--- config.mk ---
export PLATFORM = sky130hd
export DESIGN_NAME = cook_sequencer
export DESIGN_NICKNAME = d
export VERILOG_FILES = /design/src/rtl/cook_sequencer.sv
export SDC_FILE = /design/constraint.sdc
export NUM_CORES = 1
export LEC_CHECK = 0
export CAP_MARGIN = 20
export CORE_MARGIN = 2
export CORE_UTILIZATION = 40
export DETAILED_ROUTE_END_ITERATION = 16
export GPL_TIMING_DRIVEN = 0
export PLACE_DENSITY = 0.69
export SLEW_MARGIN = 5
export SYNTH_ARGS = -nofsm -noshare
export SYNTH_HDL_FRONTEND = slang
export SYNTH_SLANG_ARGS = --single-unit
--- constraint.sdc ---
create_clock -name clk -period 3.3 [get_ports clk]
set_input_delay 0.66 -clock clk [delete_from_list [all_inputs] [get_ports clk]]
set_output_delay 0.66 -clock clk [all_outputs]
set_load 0.005 [all_outputs]
--- src/rtl/cook_sequencer.sv ---
// cook_sequencer: microwave cook-cycle controller.
// Owns the BCD cook time and builds it from keypad digits. Derives a
// 1 Hz tick from clk and counts the time down during COOK. Duty-cycles
// the magnetron over a 10-tick window and enforces the door interlock
// and the start/stop/clear button semantics.
module cook_sequencer #(
  parameter int CLK_DIV    = 1000,
  parameter int BEEP_TICKS = 3
) (
  input  logic       clk,
  input  logic       resetn,
  input  logic       key_valid,
  input  logic [3:0] key_digit,
  input  logic [3:0] power,
  input  logic       startn,
  input  logic       stopn,
  input  logic       clearn,
  input  logic       door_closed,
  output logic [3:0] mins,
  output logic [3:0] sec_tens,
  output logic [3:0] sec_ones,
  output logic       mag_on,
  output logic       beep,
  output logic [2:0] state
);

  typedef enum logic [2:0] {
    IDLE  = 3'd0,
    SET   = 3'd1,
    COOK  = 3'd2,
    PAUSE = 3'd3,
    DONE  = 3'd4
  } state_t;

  localparam int PW = (CLK_DIV > 1) ? $clog2(CLK_DIV) : 1;
  localparam int BW = (BEEP_TICKS > 1) ? $clog2(BEEP_TICKS + 1) : 1;
  localparam logic [PW-1:0] PRE_LAST  = PW'(CLK_DIV - 1);
  localparam logic [BW-1:0] BEEP_LAST = BW'(BEEP_TICKS - 1);

  state_t        cur_state;
  state_t        next_state;
  logic [3:0]    mins_next;
  logic [3:0]    tens_next;
  logic [3:0]    ones_next;
  logic [PW-1:0] prescaler;
  logic [PW-1:0] pre_next;
  logic [3:0]    window;
  logic [3:0]    win_next;
  logic [3:0]    power_lat;
  logic [3:0]    power_next;
  logic [BW-1:0] beep_cnt;
  logic [BW-1:0] beep_cnt_next;
  logic          beep_next;
  logic          start_prev;
  logic          stop_prev;
  logic          clear_prev;

  logic          start_fall;
  logic          stop_fall;
  logic          clear_fall;
  logic          running;
  logic          tick;
  logic          mag_req;
  logic          time_nonzero;
  logic          digit_ok;
  logic [3:0]    power_eff;
  logic [3:0]    dec_mins;
  logic [3:0]    dec_tens;
  logic [3:0]    dec_ones;
  logic          dec_zero;
  logic          go_idle;

  assign state        = cur_state;
  assign start_fall   = start_prev & ~startn;
  assign stop_fall    = stop_prev & ~stopn;
  assign clear_fall   = clear_prev & ~clearn;
  assign running      = (cur_state == COOK) || (cur_state == DONE);
  assign tick         = running && (prescaler == PRE_LAST);
  assign mag_req      = (window < power_lat);
  assign mag_on       = mag_req & door_closed & (cur_state == COOK);
  assign time_nonzero = |{mins, sec_tens, sec_ones};
  assign digit_ok     = (key_digit <= 4'd9) && (sec_ones <= 4'd5);
  assign power_eff    = ((power == 4'd0) || (power > 4'd10)) ? 4'd10 : power;
  assign dec_zero     = (dec_mins == 4'd0) && (dec_tens == 4'd0) && (dec_ones == 4'd0);

  // One-second BCD decrement with borrow through seconds and tens of seconds
  always_comb begin
    dec_mins = mins;
    dec_tens = sec_tens;
    dec_ones = sec_ones - 4'd1;
    if (sec_ones == 4'd0) begin
      dec_ones = 4'd9;
      if (sec_tens == 4'd0) begin
        dec_tens = 4'd5;
        dec_mins = mins - 4'd1;
      end else begin
        dec_tens = sec_tens - 4'd1;
      end
    end
  end

  // Next-state and datapath updates, events resolved clear > stop > door > start > key > tick
  always_comb begin
    next_state    = cur_state;
    mins_next     = mins;
    tens_next     = sec_tens;
    ones_next     = sec_ones;
    power_next    = power_lat;
    beep_next     = beep;
    beep_cnt_next = beep_cnt;
    go_idle       = 1'b0;
    pre_next      = tick ? '0 : prescaler + PW'(1);
    win_next      = window;
    if ((cur_state == COOK) && tick) begin
      win_next = (window == 4'd9) ? 4'd0 : window + 4'd1;
    end

    if (clear_fall) begin
      go_idle = 1'b1;
    end else if (stop_fall) begin
      if (cur_state == COOK) begin
        next_state = PAUSE;
      end else begin
        go_idle = 1'b1;
      end
    end else if ((cur_state == COOK) && !door_closed) begin
      next_state = PAUSE;
    end else if (start_fall && door_closed &&
                 ((((cur_state == IDLE) || (cur_state == SET)) && time_nonzero) ||
                  (cur_state == PAUSE))) begin
      next_state = COOK;
      power_next = power_eff;
      pre_next   = '0;
      win_next   = 4'd0;
    end else if ((start_fall || key_valid) && (cur_state == DONE)) begin
      go_idle = 1'b1;
    end else if (key_valid && ((cur_state == IDLE) || (cur_state == SET))) begin
      if (digit_ok) begin
        mins_next  = sec_tens;
        tens_next  = sec_ones;
        ones_next  = key_digit;
        next_state = SET;
      end
    end else if (tick && (cur_state == COOK)) begin
      mins_next = dec_mins;
      tens_next = dec_tens;
      ones_next = dec_ones;
      if (dec_zero) begin
        next_state    = DONE;
        beep_next     = 1'b1;
        beep_cnt_next = '0;
      end
    end else if (tick && (cur_state == DONE)) begin
      if (beep_cnt == BEEP_LAST) begin
        go_idle = 1'b1;
      end else begin
        beep_cnt_next = beep_cnt + BW'(1);
      end
    end

    if (go_idle) begin
      next_state = IDLE;
      mins_next  = 4'd0;
      tens_next  = 4'd0;
      ones_next  = 4'd0;
      beep_next  = 1'b0;
    end

    if ((next_state != COOK) && (next_state != DONE)) begin
      pre_next = '0;
    end
    if (next_state != COOK) begin
      win_next = 4'd0;
    end
  end

  // State, time, timing counters and button history registers
  always_ff @(posedge clk or negedge resetn) begin
    if (!resetn) begin
      cur_state  <= IDLE;
      mins       <= 4'd0;
      sec_tens   <= 4'd0;
      sec_ones   <= 4'd0;
      prescaler  <= '0;
      window     <= 4'd0;
      power_lat  <= 4'd10;
      beep       <= 1'b0;
      beep_cnt   <= '0;
      start_prev <= 1'b1;
      stop_prev  <= 1'b1;
      clear_prev <= 1'b1;
    end else begin
      cur_state  <= next_state;
      mins       <= mins_next;
      sec_tens   <= tens_next;
      sec_ones   <= ones_next;
      prescaler  <= pre_next;
      window     <= win_next;
      power_lat  <= power_next;
      beep       <= beep_next;
      beep_cnt   <= beep_cnt_next;
      start_prev <= startn;
      stop_prev  <= stopn;
      clear_prev <= clearn;
    end
  end

endmodule

==> results of run 1 <==
sequential cells by signal, indices dropped and copies added, names as in the netlist:
| register | count |
|---|---|
| window | 4 |
| beep | 1 |
| stop_prev | 1 |
| start_prev | 1 |
| sec_tens | 4 |
| sec_ones | 4 |
| clear_prev | 1 |
| beep_cnt | 2 |
| mins | 4 |
| state | 3 |
| prescaler | 10 |
| power_lat | 4 |
worst max-delay path, cell delays in order:
cell and delay, ns:
clkdlybuf4s50_1 0.42, nor2b_1 0.18, o2111ai_1 0.16, or2_2 0.32, a311oi_1 0.51, nand4_1 0.50, nor3_1 0.31
where the power goes:
| group | internal, W | switching (W) |
|---|---|---|
| sequential | 0.000535 | 0.0000459 |
| combinational | 0.000215 | 0.000266 |
| clock | 0.000151 | 0.000185 |
per-stage QoR:
stage | worst slack, ns | std cells | hold WS (ns)
floorplan | 0.913 | 278 | 0.364
global placement | -0.151 | 384 | 0.465
finish | 0.432 | 394 | 0.277
CTS | 0.402 | 394 | 0.295
global route | 0.206 | 394 | 0.288
detailed placement | 0.0794 | 386 | 0.478
cell usage in the layout (no fill, tap or decap), drive strengths merged, types with 2 or more instances in the layout:
cell type and n:
o41ai 2, and3 3, clkbuf 10, ha 9, and2 2, nand4 5, or3 3, nor2b 5
or2 3, clkdlybuf4s50 30, dfrtp 34, nand3 14, nor4b 2, a31oi 4, buf 9, a211oi 2
nand2 28, xor2 8, inv 11, clkinvlp 2, a311oi 2, nor4 9, o21a 3, a21oi 22
nand2b 5, or4 2, nor3b 4, nor3 14, nor2 24, xnor2 5, dfstp 5, o31ai 2
o21ai 20
Yosys cell counts, drive strengths merged, types with 2 or more instances:
library cell  instances
a211oi                2
a21oi                22
a311oi                2
a31oi                 4
and2                  2
and3                  3
buf                   6
clkbuf                5
dfrtp                34
dfstp                 5
ha                    9
inv                  10
nand2                28
nand2b                5
nand3                14
nand4                 5
nor2                 24
nor2b                 5
nor3                 14
nor3b                 4
nor4                  9
nor4b                 2
o21a                  3
o21ai                20
o31ai                 2
o41ai                 2
or2                   3
or3                   3
or4                   2
xnor2                 5
xor2                  8
final timing paths:
check                                   from  slack [ns]  cells after the start            to
min in group clk                power_lat[3]        0.49                      2  power_lat[3]
worst min-delay path                  resetn        0.28                      1   sec_ones[1]
worst max register to register       mins[0]        0.52                      8  prescaler[8]
max in group asynchronous             resetn        2.49                      2  power_lat[3]
worst min register to register  power_lat[3]        0.49                      2  power_lat[3]
worst max-delay path                  startn        0.43                      7  prescaler[8]
area by class of cell:
cell class / instances / area share [%]
Inverter: 10 / 1.26
Clock buffer: 5 / 2.30
Clock inverter: 3 / 0.795
Timing Repair Buffer: 33 / 11.1
Tap cell: 75 / 3.14
Buffer: 11 / 2.30
Multi-Input combinational cell: 218 / 46.3
Sequential cell: 39 / 32.9
routing by layer:
layer	routed length, um	vias up
met2	2870	49
met1	2530	1081
li1	-	1094
met4	37	0
met5	0	-
met3	245	6
kinds of logic after synthesis:
family	Yosys count	synth area share, %
flip-flops	39	39.7
buffers and inverters	21	4.30
adder cells (fa/ha/maj)	9	4.55
AO/OA/AOI/OAI	68	18.1
multiplexers	1	0.405
XOR/XNOR	13	4.61
AND/OR/NAND/NOR	127	28.3
==> metrics.yaml, run 1 <==
max_slew_margin_pct: 45.6
overflow: 0
met2_usage_pct: 32.7
ant_nets: 0
final_area_um2: 2990
initial_core_util_pct: 41.5
finalMaxSlewViolations: 0
run_status: "finished, final reports clean"
hp-class: "primary input to async pin"
cp-end-kind: "register"
drt_iter0_drc: 83
post-cts-setup-buffer-count: 0
clk_pin_slew_worst_paths_ns: 0.09
ios: 32
area_delta_synth_final_pct: 20.9
fin_util_pct: 50.2
total_power_w: 0.00140
ys_top_cells_by_area: "dfrtp_1, dfstp_2, ha_1"
met3_usage_pct: 3.80
cp_max_fo: 10
yosysSeqAreaShare_pct: 39.7
num_vias: 2230
max_freq_mhz: 349
yosysTopAreaCellShare_pct: 34.4
setup-tns-final_ns: 0
yosysWarnings: 0
grtUsageMet1_pct: 21.6
grt_pass1_vias: 2080
antenna_found_initial: 0
setup_viol: 0
cts-htree-levels: 2
port-buffer-count: 31
synth-edff-count: 0
core_area_um2: 5960
synth_area_um2: 2470
cts_sinks: 39
ctsHoldBuffers: 0
fill_cells: 616
critical_path_class: "primary input to register"
maxCapViolations: 0
grt_max_degree: 26
start_kind: "primary input"
seqCellArea_um2: 982
antenna_cells: 0
ir_drop_v: 0.000310
cts_tree: "done"
cts_buffers: 5
rows: 28
clock_latency_ns: 0.29
placed_area_um2: 2900
die_h_um: 82.6
gp_congestion: 0.899
worst_pin_slew_ns: 0.809
avgSynthCellArea_um2: 8.89
route.detailed.drc: 0
cts_root_buffer: "clkbuf_8"
ctsResizeCount: 0
dr.pass1.iters: 4
synth_top_area_cell: "dfrtp_1"
required_ns: 3.51
chipWidth_um: 82.6
p_leak_nw: 1.18
dpl.hpwl_mm: 4.32
routed_wl_mm: 5.68
rsz0062_at_grt: "no"
busiest_layer: "met2"
yosys_most_used_dff: "dfrtp_1"
period_share_pct: 86.9
vias_per_cell: 5.66
cts_buffer_depth: 2
syn_nets: 302
wl_per_cell_um: 14.4
powerDensity_nw_per_um2: 468
synth_cell_types: 57
grt_pass1_wl_mm: 9.50
finish.net_count: 342
worstPathArrival_ns: 3.07
skew_ns: 0.00936
synth_cells: 278
ys_ff_latch: 39
die_area_um2: 6830
synthArstFlopShare_pct: 100
drive_above_1_share_pct: 11.9
multi_input_area_um2: 1380
grt.total_usage_pct: 17.9
finalHoldViolCount: 0
period_needed_ns: 2.87
Note: power is estimated with default switching activity, not from simulation.
==> run 2: changes to the inputs <==
Settings changed: GPL_TIMING_DRIVEN 0 to default.
==> metrics.yaml, run 2 (synthesized netlist as in run 1, its figures left out) <==
required_ns: 2.64  # -0.87 ns
cts_tree: "done"
finalHoldViolCount: 0  # unchanged
setup_viol: 0  # unchanged
powerDensity_nw_per_um2: 498  # +6.5%
cp-end-kind: "primary output"
cts_root_buffer: "clkbuf_8"
final_common_cell: "dfrtp_1"
final_cell_mix: "dfrtp_1, clkdlybuf4s50_1, nand2_1"
chipWidth_um: 82.6  # unchanged
setup_ws_ns: 0.409  # -0.0228 ns
die_area_um2: 6830  # unchanged
grt.total_usage_pct: 19.0  # +1.0 points
fin_cells: 388  # -1.5%
setup-tns-final_ns: 0  # unchanged
period_needed_ns: 2.89  # +0.0228 ns
clock_latency_ns: 0.29  # about the same
maxCapViolations: 0  # unchanged
worstPathArrival_ns: 2.23  # -0.84 ns
dr.pass1.iters: 4  # unchanged
fin_util_pct: 50.0  # -0.19 points
run_status: "finished, final reports clean"
grt_max_degree: 40  # +54%
max_slew_margin_pct: 41.5  # -4.0 points
die_h_um: 82.6  # unchanged
path_cells: "nor3b_1, and4b_1, clkdlybuf4s50_1"
port-buffer-count: 31  # unchanged
ctsHoldBuffers: 0  # unchanged
finalMaxSlewViolations: 0  # unchanged
hp-class: "primary input to async pin"
cts_buffers: 5  # unchanged
post-cts-setup-buffer-count: 0  # unchanged
largest_reg_flops: 10  # unchanged
post-place-ws_ns: 0.493  # +0.414 ns
area_delta_synth_final_pct: 20.4
initial_core_util_pct: 41.5  # unchanged
start_kind: "register"
cts_sinks: 39  # unchanged
clk_pin_slew_worst_paths_ns: 0.08  # about the same
finalHoldWorstSlack_ns: 0.471  # +0.194 ns
top_register: "prescaler"
wl_per_cell_um: 15.1  # +4.6%
p_leak_nw: 1.18  # +0.27%
placed_cells: 380  # -1.6%
critical_path_class: "register to primary output"
overflow: 0  # unchanged
ir_drop_v: 0.000291  # -6.2%
crit_path_top_delay_cell: "dfrtp_1"
multi_input_area_um2: 1390  # +0.36%
grt_pass1_vias: 2103  # +1.1%
cp_max_fo: 10  # unchanged
ant_nets: 0  # unchanged
drive_above_1_share_pct: 11.8  # -0.091 points
num_vias: 2204  # -1.2%
core_area_um2: 5960  # unchanged
ff2ff_path_depth: 6  # -2
cts_buffer_depth: 2  # unchanged
period_share_pct: 87.6  # +0.69 points
antenna_cells: 0  # unchanged
ios: 32  # unchanged
fill_cells: 575  # -6.7%
grt_pass1_wl_mm: 9.96  # +4.9%
route.detailed.drc: 0  # unchanged
cp_num_buf_inv: 1  # unchanged
seqCellArea_um2: 982  # unchanged
ctsResizeCount: 0  # unchanged
cts-htree-levels: 2  # unchanged
crit_cells: 3  # -4
dpl.hpwl_mm: 4.17  # -3.5%
crit_path_max_incr_delay_ns: 0.60  # +0.09 ns
critPathTopFamily: "simple AND/OR/NAND/NOR gates"
skew_ns: 0.00589  # -0.00347 ns
rows: 28  # unchanged
max_freq_mhz: 346  # -0.79%
gp_congestion: 0.888  # -1.2%
vias_per_cell: 5.68  # +0.36%
finish.net_count: 336  # -1.8%
rsz0062_at_grt: "no"
worst_pin_slew_ns: 0.877  # +0.0681 ns
drt_iter0_drc: 99  # +19%
routed_wl_mm: 5.85  # +3.0%
antenna_found_initial: 0  # unchanged
[run 2: through the flow]
step	instance area, um^2	power, W
after floorplan	2470	0.000907
after global routing	2980	0.00159
after global placement	2860	0.00106
final	2980	0.00148
after CTS	2980	0.00150
after detailed placement	2860	0.00107
[run 2: worst paths after layout]
path,start,to,slack (ns)
max,state[1],mag_on,0.41
min,resetn,sec_ones[0],0.47
max reg2reg,state[1],sec_ones[0],0.53
min reg2reg,power_lat[3],power_lat[3],0.48
max in group asynchronous,resetn,sec_tens[0],2.27
min in group clk,power_lat[3],power_lat[3],0.48
[run 2: routing by layer]
layer | track usage, % | up-vias | part of all wire (%)
li1 | - | 1075 | -
met3 | 2.93 | 7 | 4.5
met2 | 32.4 | 56 | 49
met4 | 5.41 | 0 | 1.2
met5 | 0 | - | 0
met1 | 24.8 | 1066 | 46
[run 2: final cells by class]
cell class                 count  share of cell area [%]
tap                           75                    3.15
clock buffer                   6                    2.77
sequential                    39                    33.0
multi-input combinational    218                    46.6
inverter                      10                    1.26
timing repair buffer          38                    12.0
clock inverter                 2                    1.18
[run 2: report_power, final]
group | switching (W) | internal [W] | leakage [nW]
logic | 0.000252 | 0.000215 | 0.611
clock network | 0.000175 | 0.000245 | 0.0612
registers | 0.0000618 | 0.000535 | 0.510
total | 0.000488 | 0.000995 | 1.18
